[src/rtl/ex_mdu.sv]
// Execute stage with ALU, HI/LO registers, single-cycle multiply and a
// restoring iterative divider that stalls the pipeline while it runs.
module ex_mdu #(
    parameter int WIDTH      = 32,
    parameter int REG_ADDR_W = 5
) (
    input  logic                  clk,
    input  logic                  rst,
    input  logic [7:0]            aluop_i,
    input  logic [2:0]            alusel_i,
    input  logic [WIDTH-1:0]      reg1_i,
    input  logic [WIDTH-1:0]      reg2_i,
    input  logic [REG_ADDR_W-1:0] wd_i,
    input  logic                  wreg_i,
    input  logic                  flush_i,
    output logic [REG_ADDR_W-1:0] wd_o,
    output logic                  wreg_o,
    output logic [WIDTH-1:0]      wdata_o,
    output logic [WIDTH-1:0]      hi_o,
    output logic [WIDTH-1:0]      lo_o,
    output logic                  stallreq_o
);

    localparam logic [7:0] EXE_AND_OP   = 8'b0010_0100;
    localparam logic [7:0] EXE_OR_OP    = 8'b0010_0101;
    localparam logic [7:0] EXE_XOR_OP   = 8'b0010_0110;
    localparam logic [7:0] EXE_NOR_OP   = 8'b0010_0111;
    localparam logic [7:0] EXE_SLL_OP   = 8'b0111_1100;
    localparam logic [7:0] EXE_SRL_OP   = 8'b0000_0010;
    localparam logic [7:0] EXE_SRA_OP   = 8'b0000_0011;
    localparam logic [7:0] EXE_ADDU_OP  = 8'b0010_0001;
    localparam logic [7:0] EXE_SUBU_OP  = 8'b0010_0011;
    localparam logic [7:0] EXE_SLT_OP   = 8'b0010_1010;
    localparam logic [7:0] EXE_SLTU_OP  = 8'b0010_1011;
    localparam logic [7:0] EXE_MFHI_OP  = 8'b0001_0000;
    localparam logic [7:0] EXE_MTHI_OP  = 8'b0001_0001;
    localparam logic [7:0] EXE_MFLO_OP  = 8'b0001_0010;
    localparam logic [7:0] EXE_MTLO_OP  = 8'b0001_0011;
    localparam logic [7:0] EXE_MULT_OP  = 8'b0001_1000;
    localparam logic [7:0] EXE_MULTU_OP = 8'b0001_1001;
    localparam logic [7:0] EXE_DIV_OP   = 8'b0001_1010;
    localparam logic [7:0] EXE_DIVU_OP  = 8'b0001_1011;

    localparam logic [2:0] EXE_RES_LOGIC      = 3'b001;
    localparam logic [2:0] EXE_RES_SHIFT      = 3'b010;
    localparam logic [2:0] EXE_RES_MOVE       = 3'b011;
    localparam logic [2:0] EXE_RES_ARITHMETIC = 3'b100;

    localparam int SHW  = $clog2(WIDTH);
    localparam int CNTW = $clog2(WIDTH);

    typedef enum logic [1:0] {ST_IDLE, ST_BUSY, ST_DONE} state_t;

    state_t            state_q, state_d;
    logic [CNTW-1:0]   cnt_q, cnt_d;
    logic [WIDTH-1:0]  rem_q, rem_d;
    logic [WIDTH-1:0]  quo_q, quo_d;
    logic [WIDTH-1:0]  divisor_q, divisor_d;
    logic              div_zero_q, div_zero_d;
    logic              quo_neg_q, quo_neg_d;
    logic              rem_neg_q, rem_neg_d;
    logic [WIDTH-1:0]  hi_q, hi_d;
    logic [WIDTH-1:0]  lo_q, lo_d;

    logic [WIDTH-1:0]  logic_res, shift_res, arith_res, move_res, wdata;
    logic [SHW-1:0]    shamt;
    logic              slt_bit, sltu_bit;

    assign shamt    = reg1_i[SHW-1:0];
    assign slt_bit  = $signed(reg1_i) < $signed(reg2_i);
    assign sltu_bit = reg1_i < reg2_i;

    always_comb begin
        logic_res = '0;
        shift_res = '0;
        arith_res = '0;
        move_res  = '0;
        case (aluop_i)
            EXE_AND_OP:  logic_res = reg1_i & reg2_i;
            EXE_OR_OP:   logic_res = reg1_i | reg2_i;
            EXE_XOR_OP:  logic_res = reg1_i ^ reg2_i;
            EXE_NOR_OP:  logic_res = ~(reg1_i | reg2_i);
            EXE_SLL_OP:  shift_res = reg2_i << shamt;
            EXE_SRL_OP:  shift_res = reg2_i >> shamt;
            EXE_SRA_OP:  shift_res = $signed(reg2_i) >>> shamt;
            EXE_ADDU_OP: arith_res = reg1_i + reg2_i;
            EXE_SUBU_OP: arith_res = reg1_i - reg2_i;
            EXE_SLT_OP:  arith_res = {{(WIDTH-1){1'b0}}, slt_bit};
            EXE_SLTU_OP: arith_res = {{(WIDTH-1){1'b0}}, sltu_bit};
            EXE_MFHI_OP: move_res  = hi_q;
            EXE_MFLO_OP: move_res  = lo_q;
            default:     ;
        endcase
    end

    always_comb begin
        case (alusel_i)
            EXE_RES_LOGIC:      wdata = logic_res;
            EXE_RES_SHIFT:      wdata = shift_res;
            EXE_RES_ARITHMETIC: wdata = arith_res;
            EXE_RES_MOVE:       wdata = move_res;
            default:            wdata = '0;
        endcase
    end

    // Sign- or zero-extend to 2*WIDTH so one unsigned multiplier serves both.
    logic              is_mult, is_multu, mul_signed;
    logic [2*WIDTH-1:0] mul_a, mul_b, product;

    assign is_mult    = (aluop_i == EXE_MULT_OP);
    assign is_multu   = (aluop_i == EXE_MULTU_OP);
    assign mul_signed = is_mult;
    assign mul_a      = {{WIDTH{mul_signed & reg1_i[WIDTH-1]}}, reg1_i};
    assign mul_b      = {{WIDTH{mul_signed & reg2_i[WIDTH-1]}}, reg2_i};
    assign product    = mul_a * mul_b;

    logic              is_div, is_sdiv, op1_neg, op2_neg;
    logic [WIDTH-1:0]  op1_mag, op2_mag;
    logic [WIDTH:0]    partial, diff;
    logic [WIDTH-1:0]  div_quo, div_rem;
    logic              stall_div, div_wr;

    assign is_sdiv = (aluop_i == EXE_DIV_OP);
    assign is_div  = is_sdiv || (aluop_i == EXE_DIVU_OP);
    assign op1_neg = is_sdiv & reg1_i[WIDTH-1];
    assign op2_neg = is_sdiv & reg2_i[WIDTH-1];
    assign op1_mag = op1_neg ? -reg1_i : reg1_i;
    assign op2_mag = op2_neg ? -reg2_i : reg2_i;

    assign partial = {rem_q, quo_q[WIDTH-1]};
    assign diff    = partial - {1'b0, divisor_q};
    assign div_quo = quo_neg_q ? -quo_q : quo_q;
    assign div_rem = rem_neg_q ? -rem_q : rem_q;

    // On divide-by-zero the quotient register carries the raw dividend to HI.
    always_comb begin
        state_d    = state_q;
        cnt_d      = cnt_q;
        rem_d      = rem_q;
        quo_d      = quo_q;
        divisor_d  = divisor_q;
        div_zero_d = div_zero_q;
        quo_neg_d  = quo_neg_q;
        rem_neg_d  = rem_neg_q;
        stall_div  = 1'b0;
        div_wr     = 1'b0;
        case (state_q)
            ST_IDLE: begin
                if (is_div && !flush_i) begin
                    stall_div  = 1'b1;
                    state_d    = ST_BUSY;
                    cnt_d      = '0;
                    rem_d      = '0;
                    divisor_d  = op2_mag;
                    div_zero_d = (reg2_i == '0);
                    quo_d      = (reg2_i == '0) ? reg1_i : op1_mag;
                    quo_neg_d  = op1_neg ^ op2_neg;
                    rem_neg_d  = op1_neg;
                end
            end
            ST_BUSY: begin
                if (flush_i) begin
                    state_d = ST_IDLE;
                end else if (div_zero_q) begin
                    stall_div = 1'b1;
                    state_d   = ST_DONE;
                end else begin
                    stall_div = 1'b1;
                    rem_d     = diff[WIDTH] ? partial[WIDTH-1:0] : diff[WIDTH-1:0];
                    quo_d     = {quo_q[WIDTH-2:0], ~diff[WIDTH]};
                    cnt_d     = cnt_q + CNTW'(1);
                    if (cnt_q == CNTW'(WIDTH - 1)) begin
                        state_d = ST_DONE;
                    end
                end
            end
            ST_DONE: begin
                state_d = ST_IDLE;
                div_wr  = !flush_i;
            end
            default: state_d = ST_IDLE;
        endcase
    end

    always_comb begin
        hi_d = hi_q;
        lo_d = lo_q;
        if (!flush_i) begin
            if (div_wr) begin
                lo_d = div_zero_q ? '1 : div_quo;
                hi_d = div_zero_q ? quo_q : div_rem;
            end else if (state_q == ST_DONE) begin
                hi_d = hi_q;
            end else if (is_mult || is_multu) begin
                {hi_d, lo_d} = product;
            end else if (aluop_i == EXE_MTHI_OP) begin
                hi_d = reg1_i;
            end else if (aluop_i == EXE_MTLO_OP) begin
                lo_d = reg1_i;
            end
        end
    end

    always_ff @(posedge clk or negedge rst) begin
        if (!rst) begin
            state_q    <= ST_IDLE;
            cnt_q      <= '0;
            rem_q      <= '0;
            quo_q      <= '0;
            divisor_q  <= '0;
            div_zero_q <= 1'b0;
            quo_neg_q  <= 1'b0;
            rem_neg_q  <= 1'b0;
            hi_q       <= '0;
            lo_q       <= '0;
        end else begin
            state_q    <= state_d;
            cnt_q      <= cnt_d;
            rem_q      <= rem_d;
            quo_q      <= quo_d;
            divisor_q  <= divisor_d;
            div_zero_q <= div_zero_d;
            quo_neg_q  <= quo_neg_d;
            rem_neg_q  <= rem_neg_d;
            hi_q       <= hi_d;
            lo_q       <= lo_d;
        end
    end

    // Writeback outputs read zero for as long as reset is held.
    assign stallreq_o = rst & stall_div;
    assign wreg_o     = rst & wreg_i & ~stall_div;
    assign wd_o       = rst ? wd_i : '0;
    assign wdata_o    = rst ? wdata : '0;
    assign hi_o       = hi_q;
    assign lo_o       = lo_q;

endmodule

[config.mk]
export PLATFORM = sky130hd
export DESIGN_NAME = ex_mdu
export DESIGN_NICKNAME = d
export VERILOG_FILES = /design/src/rtl/ex_mdu.sv
export SDC_FILE = /design/constraint.sdc
export NUM_CORES = 2
export LEC_CHECK = 0
export CORE_MARGIN = 2
export CORE_UTILIZATION = 52
export CTS_BUF_LIST = sky130_fd_sc_hd__clkbuf_2 sky130_fd_sc_hd__clkbuf_4 sky130_fd_sc_hd__clkbuf_8
export DETAILED_ROUTE_END_ITERATION = 10
export PLACE_DENSITY = 0.74
export RECOVER_POWER = 100
export SYNTH_ARGS = -nofsm -noshare
export SYNTH_HDL_FRONTEND = slang
export SYNTH_SLANG_ARGS = --single-unit
[constraint.sdc]
create_clock -name clk -period 4.9 [get_ports clk]
set_input_delay 0.49 -clock clk [delete_from_list [all_inputs] [get_ports clk]]
set_output_delay 0.49 -clock clk [all_outputs]
set_load 0.03 [all_outputs]
==> impl_metrics.yaml <==
run_status:
  outcome: "finished, violations left"
  violations: "max-capacitance violations, max-slew violations, negative setup slack"
worst_setup_path:
  crit_type: "input pin to register"
  cp_slowest_cell: "fa_1"
  cp.required_ns: 5.34
  crit_path_start_kind: "input pin"
  worst_setup_path_end_kind: "register"
  crit_top_cell: "fa_1"
  crit_arrival_ns: 8.25
  max_stage_delay_ns: 0.57
  crit_path_max_fanout: 8
grt:
  grt-ovfl-total: 0
  antenna_found_initial: 17
  grt_pass1_wl_um: 393000
  grt_max_degree: 76
  grt_pass1_vias: 59400
  track_usage: 0.467
floorplanning:
  die-area_sq_um: 115000
  io_pins: 187
  rows: 123
  die_h_um: 340
  core_sq_um: 112000
  start_util: 0.522
  die_w_um: 340
place:
  port_buffers: 186
  dp_hpwl_um: 226000
  gp_congestion: 1.10
synth:
  synth_top_area_frac: 0.385
  yosysWarnings: 0
  syn_avg_cell_area_sq_um: 8.14
  synth_cell_type_count: 80
  synth_ff_type: "dfrtp_1"
  netlist_area_sq_um: 58600
  synthCells: 7201
  synth_top_cell_by_area: "fa_1"
  synth_edf_count: 0
  synth_seq_cells: 170
  synthArstFlopShare: 1.00
  synthTopCellsByArea: "fa_1, inv_1, ha_1"
  synth_seq_area_share: 0.0726
  mappedNetlistNets: 8759
clock_network:
  clk-insertion-delay-late_ns: 0.53
  cts_tree: "done"
  clock-sinks: 170
  numCtsBuffers: 17
  clk_pin_slew_ns: 0.09
  cts_buffer_depth: 2
  clockRootBuffer: "clkbuf_8"
  h-tree-depth: 4
route:
  num_vias: 58600
  drtAntennaViolNets: 0
  drc: 0
  totalWireLength_um: 272000
  post_drt_via_cell_ratio: 6.09
  first_iter_violations: 6745
  wl_per_cell_um: 28.3
  dr.pass1.iters: 7
sta:
  fin_crit_ns: 7.81
  rsz0062_at_grt: "yes"
  tightest_slew_ns: 3.47
  max_slew_margin: -1.31
  fmax_ghz: 0.128
  clock_skew_ns: 0.0215
  finalHoldViolCount: 0
  fin_crit_sh: 1.59
  maxSlewViolCount: 121
  setup_viol: 182
  setup_ws_ns: -2.91
layout:
  fin_nets: 9651
  layout_common_cells: "inv_1, nand2_1, fa_1, buf_4, nor2_1"
  drive_above_1_share: 0.232
  synthToLayoutAreaGrowth_pct: 26.9
  final_common_cell: "inv_1"
  utilization: 0.663
worst_hold_path:
  hold_class: "register to register"
job:
  max_cap_violations: 3
[registers in the layout, indices dropped and copies added, names as in the netlist]
| register | count |
|---|---|
| hi_o | 32 |
| div_zero_q | 1 |
| quo_q | 32 |
| state_q | 2 |
| quo_neg_q | 1 |
| divisor_q | 32 |
| lo_o | 32 |
| rem_neg_q | 1 |
| cnt_q | 5 |
| rem_q | 32 |
[cells by family (layout without fill, tap and decap cells)]
logic type      Yosys count  after routing  share of synthesized area
compound gates         1283           1283                      0.135
xor+xnor                269            269                     0.0402
fa+ha+maj              1474           1474                      0.459
buf+inv                1803           2708                      0.116
flops                   170            170                     0.0726
mux                     151            151                     0.0312
other cells               0              9                          0
simple gates           2051           2051                      0.146
[per-stage QoR]
step	hold WS (ns)	TNS (ns)	std cells	worst slack [ns]	cell area, sq um
global route	0.515	-215.82	9607	-3.14	74300
CTS	0.492	-126.78	9568	-3.02	72900
detailed placement	0.470	-197.39	9466	-4.17	70200
global placement	0.465	-193.29	9466	-3.98	70200
floorplan	0.194	-114.24	7201	-3.39	60200
finish	0.492	-181.36	9615	-2.91	74300
[Yosys cell counts, drive strengths merged, types with 56 or more instances]
library cell  instances
inv                1317
fa                 1128
nand2              1106
nor2                590
clkbuf              365
o21ai               365
a21oi               363
ha                  346
xnor2               207
dfrtp               170
buf                 117
mux2i               114
a21o                 70
nand3                68
xor2                 62
o22ai                58
nor3                 56
[metal layers]
| layer | global-route usage | up-vias | wire (um) |
|---|---|---|---|
| met1 | 0.597 | 29100 | 99600 |
| met5 | 0 | - | 110 |
| li1 | - | 24400 | - |
| met3 | 0.141 | 1064 | 34600 |
| met4 | 0.314 | 16 | 24200 |
| met2 | 0.683 | 3974 | 114000 |
[area by class of cell]
cell class	instances	area [sq um]
antenna	9	22.5
clock buffer	22	297
clock inverter	10	91.3
fill	9143	37800
inverter	1321	5080
multi-input combinational	5228	50300
sequential	170	4260
tap	1500	1880
timing repair buffer	1355	12400
[worst max-delay path, delay by kind of cell]
kind	cells	cell delay (ns)
AO/OA/AOI/OAI	4	0.79
adder cells (fa/ha/maj)	9	4.17
buffers and inverters	9	1.10
multiplexers	1	0.23
AND/OR/NAND/NOR	11	1.46
[worst paths after layout]
path	startpoint	endpoint	slack [ns]	depth (start not counted)
max	aluop_i[5]	hi_o[25]	-2.91	34
max in group asynchronous	rst	div_zero_q	0.66	3
min reg2reg	divisor_q[3]	divisor_q[3]	0.49	2
min in group asynchronous	rst	lo_o[4]	1.68	2
max reg2reg	quo_q[31]	rem_q[13]	0.31	17
min	divisor_q[3]	divisor_q[3]	0.49	2
[what timing repair did]
item,4_1_cts,5_1_grt
hold endpoints to repair,47,0
pin swaps,241,201
buffers inserted,71,57
hold buffers,1,0
endpoints found under the setup margin,80,70
gates cloned,1,0
gates resized for setup,431,383
Power is not shown: default switching activity piles up to over one toggle a cycle in this logic, so the estimate is an artifact.
